### config.mk
export PLATFORM = sky130hd
export DESIGN_NAME = vga_timing_gen
export DESIGN_NICKNAME = d
export VERILOG_FILES = /design/src/rtl/vga_pkg.sv /design/src/rtl/vga_sync_delay.sv /design/src/rtl/vga_timing_gen.sv
export SDC_FILE = /design/constraint.sdc
export NUM_CORES = 1
export LEC_CHECK = 0
export ABC_AREA = 1
export CAP_MARGIN = 40
export CELL_PAD_IN_SITES_DETAIL_PLACEMENT = 0
export CELL_PAD_IN_SITES_GLOBAL_PLACEMENT = 1
export CORE_ASPECT_RATIO = 0.75
export CORE_UTILIZATION = 36
export CTS_BUF_LIST = sky130_fd_sc_hd__clkbuf_4 sky130_fd_sc_hd__clkbuf_8
export DETAILED_ROUTE_END_ITERATION = 7
export PLACE_DENSITY = 0.86
export SLEW_MARGIN = 5
export SYNTH_ARGS = -nofsm -noshare
export SYNTH_HDL_FRONTEND = slang
export SYNTH_SLANG_ARGS = --single-unit
### constraint.sdc
create_clock -name clk_65mhz -period 1.68 [get_ports clk_65mhz]
set_clock_uncertainty 0.1 [all_clocks]
set_input_delay 0.252 -clock clk_65mhz [delete_from_list [all_inputs] [get_ports clk_65mhz]]
set_output_delay 0.252 -clock clk_65mhz [all_outputs]
set_load 0.02 [all_outputs]
### src/rtl/vga_pkg.sv
// Shared 1024x768@60 Hz raster constants, colour width and the sync bundle
// carried through the renderer-latency delay line.
`timescale 1ns/1ps
package vga_pkg;
  localparam int H_ACTIVE = 1024;
  localparam int H_FP     = 24;
  localparam int H_SYNC   = 136;
  localparam int H_BP     = 160;
  localparam int H_TOTAL  = H_ACTIVE + H_FP + H_SYNC + H_BP;

  localparam int V_ACTIVE = 768;
  localparam int V_FP     = 3;
  localparam int V_SYNC   = 6;
  localparam int V_BP     = 29;
  localparam int V_TOTAL  = V_ACTIVE + V_FP + V_SYNC + V_BP;

  localparam int HCOUNT_W = 11;
  localparam int VCOUNT_W = 10;
  localparam int COLOR_W  = 12;

  // Screen centre used by the grid/ball/plate renderers.
  localparam int CENTER_X = 511;
  localparam int CENTER_Y = 383;

  typedef struct packed {
    logic hs;
    logic vs;
    logic blank;
  } sync_t;

  // Syncs deasserted (active-low pins high) and blanked.
  localparam sync_t SYNC_IDLE = '{hs: 1'b1, vs: 1'b1, blank: 1'b1};
endpackage

### src/rtl/vga_sync_delay.sv
// Shift register that delays {hs, vs, blank} by DEPTH enabled cycles so the
// syncs line up with the renderer output; DEPTH=0 degenerates to a wire.
`timescale 1ns/1ps
module vga_sync_delay
  import vga_pkg::*;
#(
  parameter int DEPTH = 1
) (
  input  logic       clk,
  input  logic       rst_n,
  input  logic       en,
  input  logic [2:0] d,
  output logic [2:0] q
);

  if (DEPTH == 0) begin : g_wire
    logic unused_ok;
    assign unused_ok = ^{clk, rst_n, en};
    assign q = d;
  end else begin : g_shift
    logic [2:0] stage [DEPTH];

    // Reset fills the line with idle syncs so the pins stay blank until real
    // positions have propagated through.
    always_ff @(posedge clk or negedge rst_n) begin
      if (!rst_n) begin
        for (int i = 0; i < DEPTH; i++) stage[i] <= SYNC_IDLE;
      end else if (en) begin
        stage[0] <= d;
        for (int i = 1; i < DEPTH; i++) stage[i] <= stage[i-1];
      end
    end

    assign q = stage[DEPTH-1];
  end

endmodule

### src/rtl/vga_timing_gen.sv
// Raster counters plus delayed sync/blank and the registered VGA pin stage;
// counter position reaches the pins PIPE_DELAY+1 enabled cycles later.
`timescale 1ns/1ps
module vga_timing_gen #(
  parameter int H_ACTIVE   = vga_pkg::H_ACTIVE,
  parameter int H_FP       = vga_pkg::H_FP,
  parameter int H_SYNC     = vga_pkg::H_SYNC,
  parameter int H_BP       = vga_pkg::H_BP,
  parameter int V_ACTIVE   = vga_pkg::V_ACTIVE,
  parameter int V_FP       = vga_pkg::V_FP,
  parameter int V_SYNC     = vga_pkg::V_SYNC,
  parameter int V_BP       = vga_pkg::V_BP,
  parameter int PIPE_DELAY = 1
) (
  input  logic                         clk_65mhz,
  input  logic                         rst_n,
  input  logic                         pix_en,
  output logic [vga_pkg::HCOUNT_W-1:0] hcount,
  output logic [vga_pkg::VCOUNT_W-1:0] vcount,
  output logic                         blank,
  output logic                         frame_start,
  input  logic [vga_pkg::COLOR_W-1:0]  pixel_in,
  output logic [vga_pkg::COLOR_W-1:0]  vga_rgb,
  output logic                         vga_hs,
  output logic                         vga_vs
);
  import vga_pkg::*;

  localparam int H_TOTAL = H_ACTIVE + H_FP + H_SYNC + H_BP;
  localparam int V_TOTAL = V_ACTIVE + V_FP + V_SYNC + V_BP;

  localparam logic [HCOUNT_W-1:0] H_LAST   = HCOUNT_W'(H_TOTAL - 1);
  localparam logic [HCOUNT_W-1:0] H_ACT    = HCOUNT_W'(H_ACTIVE);
  localparam logic [HCOUNT_W-1:0] HS_FIRST = HCOUNT_W'(H_ACTIVE + H_FP);
  localparam logic [HCOUNT_W-1:0] HS_LAST  = HCOUNT_W'(H_ACTIVE + H_FP + H_SYNC - 1);

  localparam logic [VCOUNT_W-1:0] V_LAST   = VCOUNT_W'(V_TOTAL - 1);
  localparam logic [VCOUNT_W-1:0] V_ACT    = VCOUNT_W'(V_ACTIVE);
  localparam logic [VCOUNT_W-1:0] VS_FIRST = VCOUNT_W'(V_ACTIVE + V_FP);
  localparam logic [VCOUNT_W-1:0] VS_LAST  = VCOUNT_W'(V_ACTIVE + V_FP + V_SYNC - 1);

  sync_t raw_sync;
  sync_t dly_sync;

  always_ff @(posedge clk_65mhz or negedge rst_n) begin
    if (!rst_n) begin
      hcount <= '0;
      vcount <= '0;
    end else if (pix_en) begin
      if (hcount == H_LAST) begin
        hcount <= '0;
        vcount <= (vcount == V_LAST) ? '0 : vcount + 1'b1;
      end else begin
        hcount <= hcount + 1'b1;
      end
    end
  end

  // vsync is decoded from vcount alone, so it toggles at hcount=0 of its lines.
  always_comb begin
    raw_sync.blank = (hcount >= H_ACT) || (vcount >= V_ACT);
    raw_sync.hs    = !((hcount >= HS_FIRST) && (hcount <= HS_LAST));
    raw_sync.vs    = !((vcount >= VS_FIRST) && (vcount <= VS_LAST));
  end

  assign blank       = raw_sync.blank;
  assign frame_start = (hcount == '0) && (vcount == '0);

  vga_sync_delay #(
    .DEPTH (PIPE_DELAY)
  ) u_sync_delay (
    .clk   (clk_65mhz),
    .rst_n (rst_n),
    .en    (pix_en),
    .d     (raw_sync),
    .q     (dly_sync)
  );

  always_ff @(posedge clk_65mhz or negedge rst_n) begin
    if (!rst_n) begin
      vga_rgb <= '0;
      vga_hs  <= 1'b1;
      vga_vs  <= 1'b1;
    end else if (pix_en) begin
      vga_rgb <= dly_sync.blank ? '0 : pixel_in;
      vga_hs  <= dly_sync.hs;
      vga_vs  <= dly_sync.vs;
    end
  end

endmodule

Yosys cells after proc, flatten, opt, wreduce, memory -nomap -nowiden
Cells that the tools add are included.
Cells by class
  eq/ne operators: 2
  add/subtract/negate cells: 2
  muxes and demuxes: 3
  reduce and logical (&&, ||, !) cells: 9
  $lt $le $gt $ge: 6
Operator list (count)
  $ge A11 B11 Y1 const B: 2
  $ge A10 B10 Y1 const B: 2
  $mux W12: 1
  $add A11 B1 Y11 const B: 1
  $eq A11 B11 Y1 const B: 1
  $le A11 B11 Y1 const B: 1
  $logic_not A11 Y1: 1
  $mux W11: 1
  $add A10 B1 Y10 const B: 1
  $eq A10 B10 Y1 const B: 1
  $le A10 B10 Y1 const B: 1
  $logic_not A10 Y1: 1
  $mux W10: 1
  $logic_and A1 B1 Y1: 3
  $logic_not A1 Y1: 2
  $reduce_and A2 Y1: 1
  $logic_or A1 B1 Y1: 1
Storage, ports and cells
  flip-flop bits (word level): 38
  input port bits: 15
  logic and storage cells: 28
  output and inout bits: 37

Longest topological paths before layout
  depth in word-level cells: 3
  mapped depth: 8
  gate-level depth less buffers: 8

Modules after synthesis
A second synthesis with hierarchy kept.
Unflattened totals
  cell total of the unflattened synthesis: 269
  area total of the unflattened synthesis: 2024.4 sq um
By module, submodules not included
  vga_timing_gen: seq. area each 878.3 sq um, cells each 256, area each 1908.1 sq um, instances 1
  vga_sync_delay: seq. area each 78.8 sq um, cells each 13, area each 116.4 sq um, instances 1

Worst setup path before layout
Ideal clock, no wire load.
  path kind: reg2out
  from: register vcount[0] (netlist bit)
  to: output frame_start
  setup slack: -0.143 ns
  arrival: 1.471 ns
  cell stages (with the launch flop): 7
  buffers on the path: 0
  required time: 1.328 ns
  cells stage by stage: dfrtp_1 > inv_1 > ha_1 > nand3_1 > nor2_1 > nand3_1 > nor3_1
Between the ends
  cells in the longest elaborated chain, start to end: 2
RTL lines
  from (decl): RTL line vga_timing_gen.sv:19  | output logic [vga_pkg::VCOUNT_W-1:0] vcount,
  from (signal assigned): RTL line vga_timing_gen.sv:52  | vcount <= (vcount == V_LAST) ? '0 : vcount + 1'b1;
  $logic_not A10 Y1: RTL line vga_timing_gen.sv:67  | assign frame_start = (hcount == '0) && (vcount == '0);
  $logic_and A1 B1 Y1: RTL line vga_timing_gen.sv:67
  to (decl): RTL line vga_timing_gen.sv:21  | output logic frame_start,
Every way passes these cells.

Final worst setup path
  from: register hcount[0] (netlist bit)
  to: output frame_start
Between the ends
  cells in the longest elaborated chain, start to end: 2
RTL lines
  from (decl): RTL line vga_timing_gen.sv:18  | output logic [vga_pkg::HCOUNT_W-1:0] hcount,
  from (signal assigned): RTL line vga_timing_gen.sv:54  | hcount <= hcount + 1'b1;
  $logic_not A11 Y1: RTL line vga_timing_gen.sv:67
  $logic_and A1 B1 Y1: RTL line vga_timing_gen.sv:67
Every way passes these cells.

==> reports/metrics.yaml <==
outcome:
  status: "finished, violations left"
  failed_checks: "negative setup slack"
detailed_routing:
  drcViolationCount: 0
  vias: 2062
  totalWireLength_um: 5508
  vias_per_cell: 4.686
  wl_per_cell_um: 12.52
  ant_nets: 0
  drt_first_pass_iters: 5
  drt-initial-drc-count: 84
logic_synthesis:
  synth_cells: 264
  netlist_top_cells_count: "nand2_1 (72), nand3_1 (38), inv_1 (34)"
  synth_nets: 284
  ys_types: 23
  yosysWarnings: 0
  synthFlopType: "dfrtp_1"
  yosysTopAreaCellShare_pct: 41.10
  ys_seq_area_share_pct: 47.63
  ys_ff_latch: 38
  synth_edf_count: 0
  synthArstFlopShare_pct: 100.0
  yosysMostFrequentCell: "nand2_1"
  synth_top_cell_by_area: "dfrtp_1"
  postSynthAreaPerCell_um2: 7.611
  synth_area_leaders: "dfrtp_1 (41%), nand2_1 (13%), nand3_1 (9.5%)"
  synth_area_um2: 2009
clock_network:
  clock-sinks: 38
  clkTransAtPathRegs_ps: 80
  cts_buffers: 5
  cts_buffer_depth: 2
  cts_tree: "built"
  clk_latency_ps: 290
  clk_root_buffer_cell: "clkbuf_8"
  htreeDepth: 2
setup_path:
  cp.arrival_ps: 1470
  path_class: "register to output pin"
  crit_required_ps: 1330
  r2r_slack_ps: 60
  crit_cells: 7
  startpoint: "hcount[0]"
  crit_path_end_kind: "output pin"
  critPathSlowestCell: "dfrtp_1"
  worstReg2RegStart: "hcount[9]"
  cpLargestDelayFamily: "simple AND/OR/NAND/NOR gates"
  path_max_fanout: 2
  path_buf_inv: 2
  cp-start-kind: "register"
  slowest_delay_ps: 390
  cp_cell_sequence: "inv_2, ha_1, nand2_1, nor3_2, nand3_1, nor3_2, buf_4"
  cp_common_cell: "nor3_2"
  r2r_cells: 9
timing:
  final.setup.tns_ps: -146.1
  hold_ws_ps: 361.0
  setup-violations-final: 1
  period_minus_slack_ps: 1826
  fin_ws_ps: -146.1
  fmax_ghz: 0.5476
  rsz0062_at_grt: "yes"
  slew_viol_final: 0
  max-slew-margin-rel_pct: 60.10
  hold_violations: 0
  fin_crit_sh_pct: 108.7
  max_slew.worst_pin.slew_ps: 598.5
floorplanning:
  dieArea_um2: 5888
  die_y_um: 66.70
  rows: 23
  start_util_pct: 37.54
  coreArea_um2: 5353
  die_width_um: 88.27
  io_pins: 52
placement:
  portBuffers: 51
  placedCellCount: 429
  hpwl_um: 4173
  dp_slack_ps: -398.3
  gp_congestion: 0.8357
pwr:
  power_leakage_nw: 1.572
  ir_worst_vdd_mv: 0.5315
  powerDensity_nw_per_um2: 1102
final_layout:
  fillers: 509
  drive_above_1_share_pct: 23.01
  finish.utilization_pct: 58.25
  area_delta_synth_final_pct: 55.17
  fin_cells: 440
  diodes: 0
  fin_nets: 384
global_route:
  grt_usage_pct: 20.81
  grt_pass1_vias: 2024
  grt_max_degree: 28
  antenna_found_initial: 0
  grt_pass1_wl_um: 9163
  grt.overflow.total: 0
worst_hold_path:
  whs_path_depth: 2
  hp-class: "register to register"
  min_from: "vga_hs"
flow_run:
  cap_viol_max_count: 0
## state kept, by name (all words and copies together) (netlist names)
name / flops
vga_rgb: 12
hcount: 11
vcount: 10
u_sync_delay.q: 3
vga_hs: 1
vga_vs: 1
## power by group
group	internal, mW	switching, mW	leakage (nW)
Sequential	1.07	0.0891	0.448
Clock	0.633	0.321	0.0714
Combinational	0.557	0.765	1.05
Total	2.26	1.18	1.57
## routing by layer
| layer | routed length, µm | share of wire [%] | GRT usage, % |
|---|---|---|---|
| met5 | 0 | 0 | 0 |
| met4 | 63 | 1.1 | 6.452 |
| met3 | 177 | 3.2 | 4.089 |
| met2 | 2531 | 46 | 34.04 |
| met1 | 2736 | 50 | 27.74 |
## worst reg2reg max path: cells and delay by family (launching register included)
| family | cells | cell delay, ps |
|---|---|---|
| and+or+nand+nor | 5 | 580 |
| buffers and inverters | 3 | 360 |
| DFF | 1 | 410 |
| AOI/OAI and AO/OA | 1 | 90 |
## repair_timing
action | 4_1_cts | 5_1_grt
buffers inserted | 1 | 1
hold endpoints to repair | 20 | 0
setup endpoints to repair | 25 | 19
pin swaps | 4 | 4
hold buffers | 1 | 0
resized for setup | 37 | 11
## per-stage QoR
stage / power, mW / area [µm²]
2_1_floorplan: 1.802 / 2014
6_report: 3.436 / 3118
4_1_cts: 3.426 / 3078
3_3_place_gp: 2.508 / 2932
5_1_grt: 3.662 / 3118
3_5_place_dp: 2.537 / 2932
## worst paths after layout
kind                               end
setup / recovery           frame_start
hold / removal                  vga_hs
setup reg to reg             vcount[0]
hold reg to reg                 vga_hs
max in group asynchronous   hcount[10]
min in group asynchronous    hcount[6]
## layout by cell type (no fill, tap or decap), drive strengths merged, types with 5 or more instances in the layout
master and instances:
nand2 73, buf 50, nand3 40, inv 34, dfrtp 33, nor2 27
clkdlybuf4s50 25, dlygate4sd2 23, o21ai 18, nor3 8, clkbuf 7, a21oi 5
nand4 5, dfstp 5, ha 5
## logic make-up after synthesis
family / count (synthesis) / synth area share, %
simple gates: 153 / 33.44
compound gates: 24 / 6.164
xor+xnor: 3 / 1.308
fa+ha+maj: 5 / 3.113
flops: 38 / 47.63
buf+inv: 41 / 8.344
## cell type report
| cell class | count | area [µm²] | share of cell area [%] |
|---|---|---|---|
| repair buffers | 100 | 852.1 | 27.33 |
| well taps | 75 | 93.84 | 3.010 |
| clock buffers | 6 | 82.58 | 2.648 |
| multi-input cells | 185 | 944.7 | 30.30 |
| flip-flops and latches | 38 | 957.2 | 30.70 |
| inverters | 34 | 127.6 | 4.093 |
| clock inverters | 2 | 60.06 | 1.926 |
Note: power is estimated with default switching activity, not from simulation.
